## src/rtl/barrier_collision_ctrl.sv

```systemverilog
// barrier_collision_ctrl: spawns left/right barriers, resolves collisions and dodges, tracks lives and score
module barrier_collision_ctrl #(
    parameter int         SPAWN_DELAY_FRAMES  = 30,
    parameter int         COOLDOWN_FRAMES     = 15,
    parameter int         MAX_APPROACH_FRAMES = 60,
    parameter int         INIT_LIVES          = 3,
    parameter logic [7:0] LFSR_SEED           = 8'hA5
) (
    input  logic        i_clk,
    input  logic        i_rst_n,
    input  logic        i_v_sync,
    input  logic        i_start,
    input  logic        i_player_hit,
    input  logic        i_barrier_left_hit,
    input  logic        i_barrier_right_hit,
    input  logic        i_in_position_left,
    input  logic        i_in_position_right,
    output logic        o_active_left,
    output logic        o_active_right,
    output logic        o_collision,
    output logic        o_dodge,
    output logic [3:0]  o_lives,
    output logic [15:0] o_score,
    output logic        o_game_over
);
    typedef enum logic [2:0] {IDLE, SPAWN_WAIT, APPROACH, COOLDOWN, GAME_OVER} state_t;

    localparam logic [15:0] SPAWN_N = 16'(SPAWN_DELAY_FRAMES);
    localparam logic [15:0] COOL_N  = 16'(COOLDOWN_FRAMES);
    localparam logic [15:0] APPR_N  = 16'(MAX_APPROACH_FRAMES);
    localparam logic [3:0]  LIVES_N = 4'(INIT_LIVES);

    state_t      state, state_n;
    logic        v_sync_q, tick;
    logic        side, side_n;
    logic        overlap_f, inpos_f;
    logic        sel_hit, sel_inpos, overlap, inpos;
    logic        collision, collision_n, dodge, dodge_n;
    logic [7:0]  lfsr, lfsr_next;
    logic [15:0] cnt, cnt_n, cnt_inc;
    logic [15:0] score, score_n;
    logic [3:0]  lives, lives_n;

    assign tick      = i_v_sync & ~v_sync_q;
    assign lfsr_next = {lfsr[6:0], lfsr[7] ^ lfsr[5] ^ lfsr[4] ^ lfsr[3]};
    assign sel_hit   = side ? i_barrier_right_hit : i_barrier_left_hit;
    assign sel_inpos = side ? i_in_position_right : i_in_position_left;
    // The tick cycle still belongs to the ending frame, so fold in the live condition
    assign overlap   = overlap_f | (i_player_hit & sel_hit);
    assign inpos     = inpos_f | sel_inpos;
    assign cnt_inc   = cnt + 16'd1;

    assign o_active_left  = (state == APPROACH) && !side;
    assign o_active_right = (state == APPROACH) && side;
    assign o_game_over    = (state == GAME_OVER);
    assign o_collision    = collision;
    assign o_dodge        = dodge;
    assign o_lives        = lives;
    assign o_score        = score;

    // Frame edge detect, side-select LFSR and sticky per-frame flags
    always_ff @(posedge i_clk) begin
        if (!i_rst_n) begin
            v_sync_q  <= 1'b0;
            lfsr      <= LFSR_SEED;
            overlap_f <= 1'b0;
            inpos_f   <= 1'b0;
        end else begin
            v_sync_q  <= i_v_sync;
            if (tick && state != IDLE)
                lfsr <= lfsr_next;
            overlap_f <= !tick && (overlap_f || (i_player_hit && sel_hit));
            inpos_f   <= !tick && (inpos_f || sel_inpos);
        end
    end

    // State, frame counter and game registers
    always_ff @(posedge i_clk) begin
        if (!i_rst_n) begin
            state     <= IDLE;
            cnt       <= 16'd0;
            side      <= 1'b0;
            lives     <= LIVES_N;
            score     <= 16'd0;
            collision <= 1'b0;
            dodge     <= 1'b0;
        end else begin
            state     <= state_n;
            cnt       <= cnt_n;
            side      <= side_n;
            lives     <= lives_n;
            score     <= score_n;
            collision <= collision_n;
            dodge     <= dodge_n;
        end
    end

    // Next-state logic, approach resolution and frame counting
    always_comb begin
        state_n     = state;
        cnt_n       = cnt;
        side_n      = side;
        lives_n     = lives;
        score_n     = score;
        collision_n = 1'b0;
        dodge_n     = 1'b0;
        case (state)
            IDLE, GAME_OVER: begin
                if (i_start) begin
                    state_n = SPAWN_WAIT;
                    cnt_n   = 16'd0;
                    lives_n = LIVES_N;
                    score_n = 16'd0;
                end
            end
            SPAWN_WAIT: begin
                if (tick) begin
                    cnt_n = cnt_inc;
                    if (cnt_inc >= SPAWN_N) begin
                        state_n = APPROACH;
                        cnt_n   = 16'd0;
                        side_n  = lfsr_next[0];
                    end
                end
            end
            APPROACH: begin
                if (tick) begin
                    if (inpos) begin
                        cnt_n       = 16'd0;
                        collision_n = overlap;
                        dodge_n     = !overlap;
                        if (overlap)
                            lives_n = (lives != 4'd0) ? lives - 4'd1 : 4'd0;
                        else
                            score_n = (score != 16'hFFFF) ? score + 16'd1 : score;
                        state_n = (lives_n == 4'd0) ? GAME_OVER : COOLDOWN;
                    end else if (cnt_inc >= APPR_N) begin
                        state_n = COOLDOWN;
                        cnt_n   = 16'd0;
                    end else begin
                        cnt_n = cnt_inc;
                    end
                end
            end
            COOLDOWN: begin
                if (tick) begin
                    cnt_n = cnt_inc;
                    if (cnt_inc >= COOL_N) begin
                        state_n = SPAWN_WAIT;
                        cnt_n   = 16'd0;
                    end
                end
            end
            default: state_n = IDLE;
        endcase
    end
endmodule

```

## config.mk

```make
export PLATFORM = sky130hd
export DESIGN_NAME = barrier_collision_ctrl
export DESIGN_NICKNAME = d
export VERILOG_FILES = /design/src/rtl/barrier_collision_ctrl.sv
export SDC_FILE = /design/constraint.sdc
export NUM_CORES = 1
export LEC_CHECK = 0
export CAP_MARGIN = 20
export CELL_PAD_IN_SITES_DETAIL_PLACEMENT = 1
export CELL_PAD_IN_SITES_GLOBAL_PLACEMENT = 1
export CORE_UTILIZATION = 41
export CTS_CLUSTER_SIZE = 30
export DETAILED_ROUTE_END_ITERATION = 12
export GPL_TIMING_DRIVEN = 0
export HOLD_SLACK_MARGIN = 0.08
export PLACE_DENSITY = 0.87
export RECOVER_POWER = 50
export SLEW_MARGIN = 20
export SYNTH_ARGS = -nofsm -noshare
export SYNTH_HDL_FRONTEND = slang
export SYNTH_SLANG_ARGS = --single-unit
```

## constraint.sdc

```tcl
create_clock -name i_clk -period 2.7 [get_ports i_clk]
set_input_delay 0.27 -clock i_clk [delete_from_list [all_inputs] [get_ports i_clk]]
set_output_delay 0.27 -clock i_clk [all_outputs]
set_load 0.01 [all_outputs]
```

Word level (Yosys, flattened, before mapping):

Index checks and enable logic that the tools add are counted.

* input bits: 9
* output and inout bits: 25
* bits in registers: 53
* logic and storage cells: 99

* multiplexer cells: 35
* add/subtract/negate cells: 3
* bitwise operators: 8
* equal/unequal tests: 15
* order comparisons: 3
* reductions and logical operators: 24

Operator list (count)
* 16-bit two-way mux: 12
* 16-bit one-hot mux with 4 select lines: 1
* 16-bit by 1-bit adder with 16-bit output, second input constant: 2
* 4-bit two-way mux: 8
* 16-bit one-hot mux with 2 select lines: 1
* 3-bit two-way mux: 9
* 16-bit by 4-bit >= comparator with 1-bit output, second input constant: 1
* 16-bit by 5-bit >= comparator with 1-bit output, second input constant: 1
* 16-bit by 6-bit >= comparator with 1-bit output, second input constant: 1
* 16-bit != test, second input constant: 1
* 2-bit != test, second input constant: 8
* 3-bit one-hot mux with 4 select lines: 1
* 4-bit one-hot mux with 2 select lines: 1
* 4-bit AND reduction: 2
* 4-bit nonzero test: 2
* 7-bit AND reduction: 1
* 3-bit by 2-bit == test with 1-bit output, second input constant: 2
* 1-bit logical AND: 6
* 6-bit AND reduction: 1
* 5-bit AND reduction: 1
* 4-bit zero test: 1
* 4-bit by 1-bit subtractor with 4-bit output, second input constant: 1
* 3-bit by 1-bit == test with 1-bit output, second input constant: 1
* 3-bit == test, second input constant: 1
* 14 further kinds: 22

Depth between registers and ports, before layout:

* word-level depth: 12
* mapped depth: 8
* depth with buffers taken out: 8

Worst setup path after synthesis:

OpenSTA, ideal clock, no wires.

* path kind: register to register
* from: register cnt[0]
* to: register state[0]
* period minus slack after synthesis: 2.248 ns
* slack: 0.452 ns
* data arrival time: 2.123 ns
* library setup time: 0.126 ns
* required time: 2.574 ns
* cell stages (with the launch flop): 9
* path buffers: 0
* cell sequence: dfxtp_1 > ha_1 > nand3_1 > nor4_1 > mux2i_1 > o211ai_1 > a211oi_4 > and2_2 > o32ai_1

* cells in the longest elaborated chain, start to end: 4
* elaborated cells on any way between the ends: 8

Ends and longest elaborated chain
* from (decl): RTL line 40 `logic [15:0] cnt, cnt_n, cnt_inc;`
* from (signal assigned): RTL line 89 `cnt <= cnt_n;`
* 16-bit by 1-bit adder with 16-bit output *: RTL line 51 `assign cnt_inc = cnt + 16'd1;`
* 16-bit by 6-bit >= comparator with 1-bit output, or another cell as far along: RTL line 137 `end else if (cnt_inc >= APPR_N) begin`
* 3-bit by 2-bit != test with 1-bit output (no source line) or 2-bit != test (tied branches)
* 7-bit AND reduction (no source line) *
* to (signal assigned): RTL line 88 `state <= state_n;`
* to (decl): RTL line 33 `state_t state, state_n;`

Every way passes the cells marked *; elsewhere a longest branch is shown, timed or not.
A chain may end at the register's enable or synchronous reset.

Final worst setup path:

* from: register cnt[1]
* to: register cnt[5]

* cells in the longest elaborated chain, start to end: 6
* elaborated cells on any way between the ends: 12

Ends and longest elaborated chain
* 16-bit by 1-bit adder with 16-bit output *: RTL line 51
* 16-bit by 6-bit >= comparator with 1-bit output: RTL line 137
* 16-bit two-way mux: RTL line 137
* 16-bit two-way mux: RTL line 128 `if (inpos) begin`
* 16-bit two-way mux: RTL line 127 `if (tick) begin`
* 16-bit one-hot mux with 4 select lines *: RTL line 107 `case (state)`

Every way passes the cells marked *; elsewhere a longest branch is shown, timed or not. The select of a mux whose other input is x is not followed.

==> results.py <==
metrics = {
    "logic_synthesis": {
        "yosysMostFrequentCell": "sky130_fd_sc_hd__dfxtp_1",
        "synth_commonest_cells": "sky130_fd_sc_hd__dfxtp_1, sky130_fd_sc_hd__nand2_1, sky130_fd_sc_hd__nor2_1, sky130_fd_sc_hd__nand3_1, sky130_fd_sc_hd__xnor2_1",
        "main_combinational_cell_family_by_area_after_synthesis": "simple AND/OR/NAND/NOR gates",
        "synth_compound_gate_area_share_pct": 13.3,
        "synth_nets": 321,
        "synth_edf_count": 0,
        "async_reset_ff_share_pct": 0,
        "synth_simple_gate_area_share_pct": 29.1,
        "synthCells": 308,
        "synth_xor_xnor_area_share_pct": 6.34,
        "yosys-top-cells-area": "sky130_fd_sc_hd__dfxtp_1, sky130_fd_sc_hd__nand2_1, sky130_fd_sc_hd__nor2_1",
        "synthesis.area_mm2": 0.00262,
        "yosys_register_bits": 53,
        "synth.avg_cell_area_um2": 8.52,
        "yosys_warnings": 0,
        "dominantRegCellSynth": "sky130_fd_sc_hd__dfxtp_1",
        "muxShareOfSynthArea_pct": 5.44,
        "synthAdderAreaFrac_pct": 1.91,
        "ys_types": 54,
        "synth_top_cell_by_area": "sky130_fd_sc_hd__dfxtp_1",
        "synth.top_cell.area_share_pct": 40.4,
        "synth_sequential_area_ratio_pct": 40.4,
    },
    "clock_tree": {
        "cts_made_buffers": 5,
        "cts_root_buffer": "sky130_fd_sc_hd__clkbuf_8",
        "htreeDepth": 2,
        "cts_tree": "done",
        "cts_num_sinks": 53,
        "cts.reportedPaths.clkPinSlew_ns": 0.10,
        "worst_skew_pair.late_latency_ns": 0.31,
        "clk_path_buf_depth": 2,
    },
    "floorplanning": {
        "core.rowCount": 28,
        "initial_util_pct": 43.3,
        "placeableCoreArea_mm2": 0.00606,
        "i_o_pins": 34,
        "die_width_um": 82.0,
        "die_y_um": 82.0,
        "fp.dieArea_mm2": 0.00672,
    },
    "timing": {
        "setup_viol": 0,
        "slew_viol_final": 0,
        "ratio_of_final_minimum_period_to_clock_period_pct": 92.5,
        "fin_skew_ns": 0.00585,
        "hold_viol": 0,
        "max_clock_freq_mhz": 400,
        "layout_min_cycle_time_ns": 2.50,
        "tightest_slew_ns": 0.742,
        "setup_tns_ns": 0,
        "slew-limit-headroom_pct": 50.3,
        "timing.final.ws_setup_ns": 0.203,
        "rsz0062_at_grt": "no",
    },
    "detailed_routing": {
        "met3_length_um": 160,
        "first_pass_iters": 4,
        "avgRoutedWirePerCell_um": 15.3,
        "m1WireLength_um": 3000,
        "vias": 2343,
        "route.detailed.drc": 0,
        "final_antenna_net_count": 0,
        "postRouteWirelength_um": 6500,
        "vias_per_cell": 5.51,
        "top_signal_layer_used": "met4",
        "detailroute.wirelength.met2_um": 3250,
        "dr.first_iter.drc_count": 107,
    },
    "critical_path": {
        "timing.critical_path.to_type": "flop",
        "timing.critical_path.cells": "ha_1 > nand3_2 > nor4_2 > mux2i_1 > o211ai_1 > a211oi_4 > buf_4 > nand4b_1 > a21oi_1",
        "critical-path-top-delay-family": "simple AND/OR/NAND/NOR gates",
        "timing.critical_path.depth": 9,
        "critical_path.reg2reg.endpoint": "cnt[5]",
        "path_max_fanout": 7,
        "launch_point_of_the_worst_reg_to_reg_path": "cnt[1]",
        "regToRegSetupSlack_ns": 0.20,
        "worstPathArrival_ns": 2.73,
        "worst-r2r-cell-count": 9,
        "timing.critical_path.from_type": "flop",
        "worst_ep_required_ns": 2.93,
        "path_buf_inv": 1,
        "cp_slowest_stage_delay_ns": 0.40,
        "worst-setup-path-type": "reg2reg",
        "crit_start": "cnt[1]",
        "worst_path_max_delay_cell": "sky130_fd_sc_hd__dfxtp_2",
        "crit_end": "cnt[5]",
    },
    "flow_run": {
        "max_cap_viol_count": 0,
    },
    "place": {
        "place.detailed.hpwl_um": 4820,
        "io_buffer_count": 32,
        "place_inst": 415,
        "gpl.final_weighted_congestion": 0.773,
        "placedInstanceArea_mm2": 0.00304,
        "dpl_worst_slack_ns": -0.0112,
    },
    "global_route": {
        "global_route.usage.total_pct": 20.9,
        "antenna_found_initial": 0,
        "wire_length_of_the_first_global_routing_pass_um": 10700,
        "grt_pass1_vias": 2292,
        "grt_start_max_net_pins": 17,
        "grt_overflow": 0,
    },
    "power_and_ir_drop": {
        "power.ir.vdd_worst_mv": 0.347,
        "pwr_density_cell_mw_per_mm2": 560,
        "leakagePower_nw": 1.20,
    },
    "finish": {
        "final_area_mm2": 0.00316,
        "instances_no_fill": 425,
        "final_nets": 362,
        "final_core_utilization_pct": 52.1,
        "syn_to_final_growth_pct": 20.3,
        "post_route_cells_drive_above_1_share_pct": 7.71,
        "antenna-diode-count": 0,
    },
    "run_status": {
        "status": "completed",
    },
    "min_path": {
        "hold_path.class": "in2reg",
    },
}
## repair_timing
action                     CTS  global route
pin swaps                    1             1
gates resized for setup      0             4
hold buffers                 0             0
setup buffers                0             2
setup endpoints to repair    3            10
## sequential cells by signal, indices dropped and copies added, names as in the netlist
name and cells:
v_sync_q 1, o_collision 1, lfsr 8, cnt 16, o_dodge 1, o_score 16, state 3, o_lives 4
overlap_f 1, side 1, inpos_f 1
## logic make-up after synthesis
group / Yosys count
buffers and inverters: 19
AND/OR/NAND/NOR: 150
flip-flops: 53
XOR/XNOR: 19
adder cells (fa/ha/maj): 4
AO/OA/AOI/OAI: 49
multiplexers: 14
## stage by stage
stage          hold WS (ns)  power (mW)
2_1_floorplan         0.392        1.19
3_3_place_gp          0.457        1.30
3_5_place_dp          0.477        1.31
4_1_cts               0.446        1.78
5_1_grt               0.461        1.86
6_report              0.444        1.77
## layer usage
layer  track usage [%]  vias up
met5                 0        -
li1                  -     1166
met3              4.00        7
met4              7.19        0
met1              25.0     1134
met2              37.0       36
## power by group
| part | internal (mW) | total [mW] | switching [mW] |
|---|---|---|---|
| registers | 0.824 | 0.847 | 0.0238 |
| logic | 0.172 | 0.446 | 0.274 |
| clock network | 0.209 | 0.474 | 0.266 |
## worst register-to-register path, cell delays in order (launching register included)
cell and delay (ns):
sky130_fd_sc_hd__dfxtp_2 0.40, sky130_fd_sc_hd__ha_1 0.24, sky130_fd_sc_hd__nand3_2 0.20, sky130_fd_sc_hd__nor4_2 0.38, sky130_fd_sc_hd__mux2i_1 0.22, sky130_fd_sc_hd__o211ai_1 0.15, sky130_fd_sc_hd__a211oi_4 0.35, sky130_fd_sc_hd__buf_4 0.20
sky130_fd_sc_hd__nand4b_1 0.11, sky130_fd_sc_hd__a21oi_1 0.17
## worst min-delay path by stage
| stage | cells past startpoint | endpoint | startpoint | slack (ns) |
|---|---|---|---|---|
| final | 2 | o_lives[3] | i_rst_n | 0.44 |
| after detailed placement | 2 | lfsr[7] | lfsr[6] | 0.48 |
| after global placement | 2 | lfsr[2] | lfsr[1] | 0.46 |
| after floorplan | 1 | v_sync_q | i_v_sync | 0.39 |
| after CTS | 2 | o_lives[3] | i_rst_n | 0.45 |
| after global routing | 2 | cnt[6] | i_rst_n | 0.46 |
## cell type report
cell class,count,area (µm²)
clock buffer,6,82.6
buffer,11,52.6
tap,75,93.8
fill,737,2910
timing repair buffer,34,335
clock inverter,2,13.8
sequential,53,1060
inverter,8,30.0
multi-input combinational,236,1480
## layout by cell type, fill, tap and decap left out, types with 11 or more instances in the layout
master / count
sky130_fd_sc_hd__a21oi_1: 11
sky130_fd_sc_hd__dfxtp_1: 51
sky130_fd_sc_hd__o21ai_0: 11
sky130_fd_sc_hd__nor2_1: 35
sky130_fd_sc_hd__and3_1: 14
sky130_fd_sc_hd__dlygate4sd3_1: 22
sky130_fd_sc_hd__xnor2_1: 15
sky130_fd_sc_hd__mux2i_1: 12
sky130_fd_sc_hd__nand2_1: 36
sky130_fd_sc_hd__nand3_1: 14
Note: power is estimated with default switching activity, not from simulation.
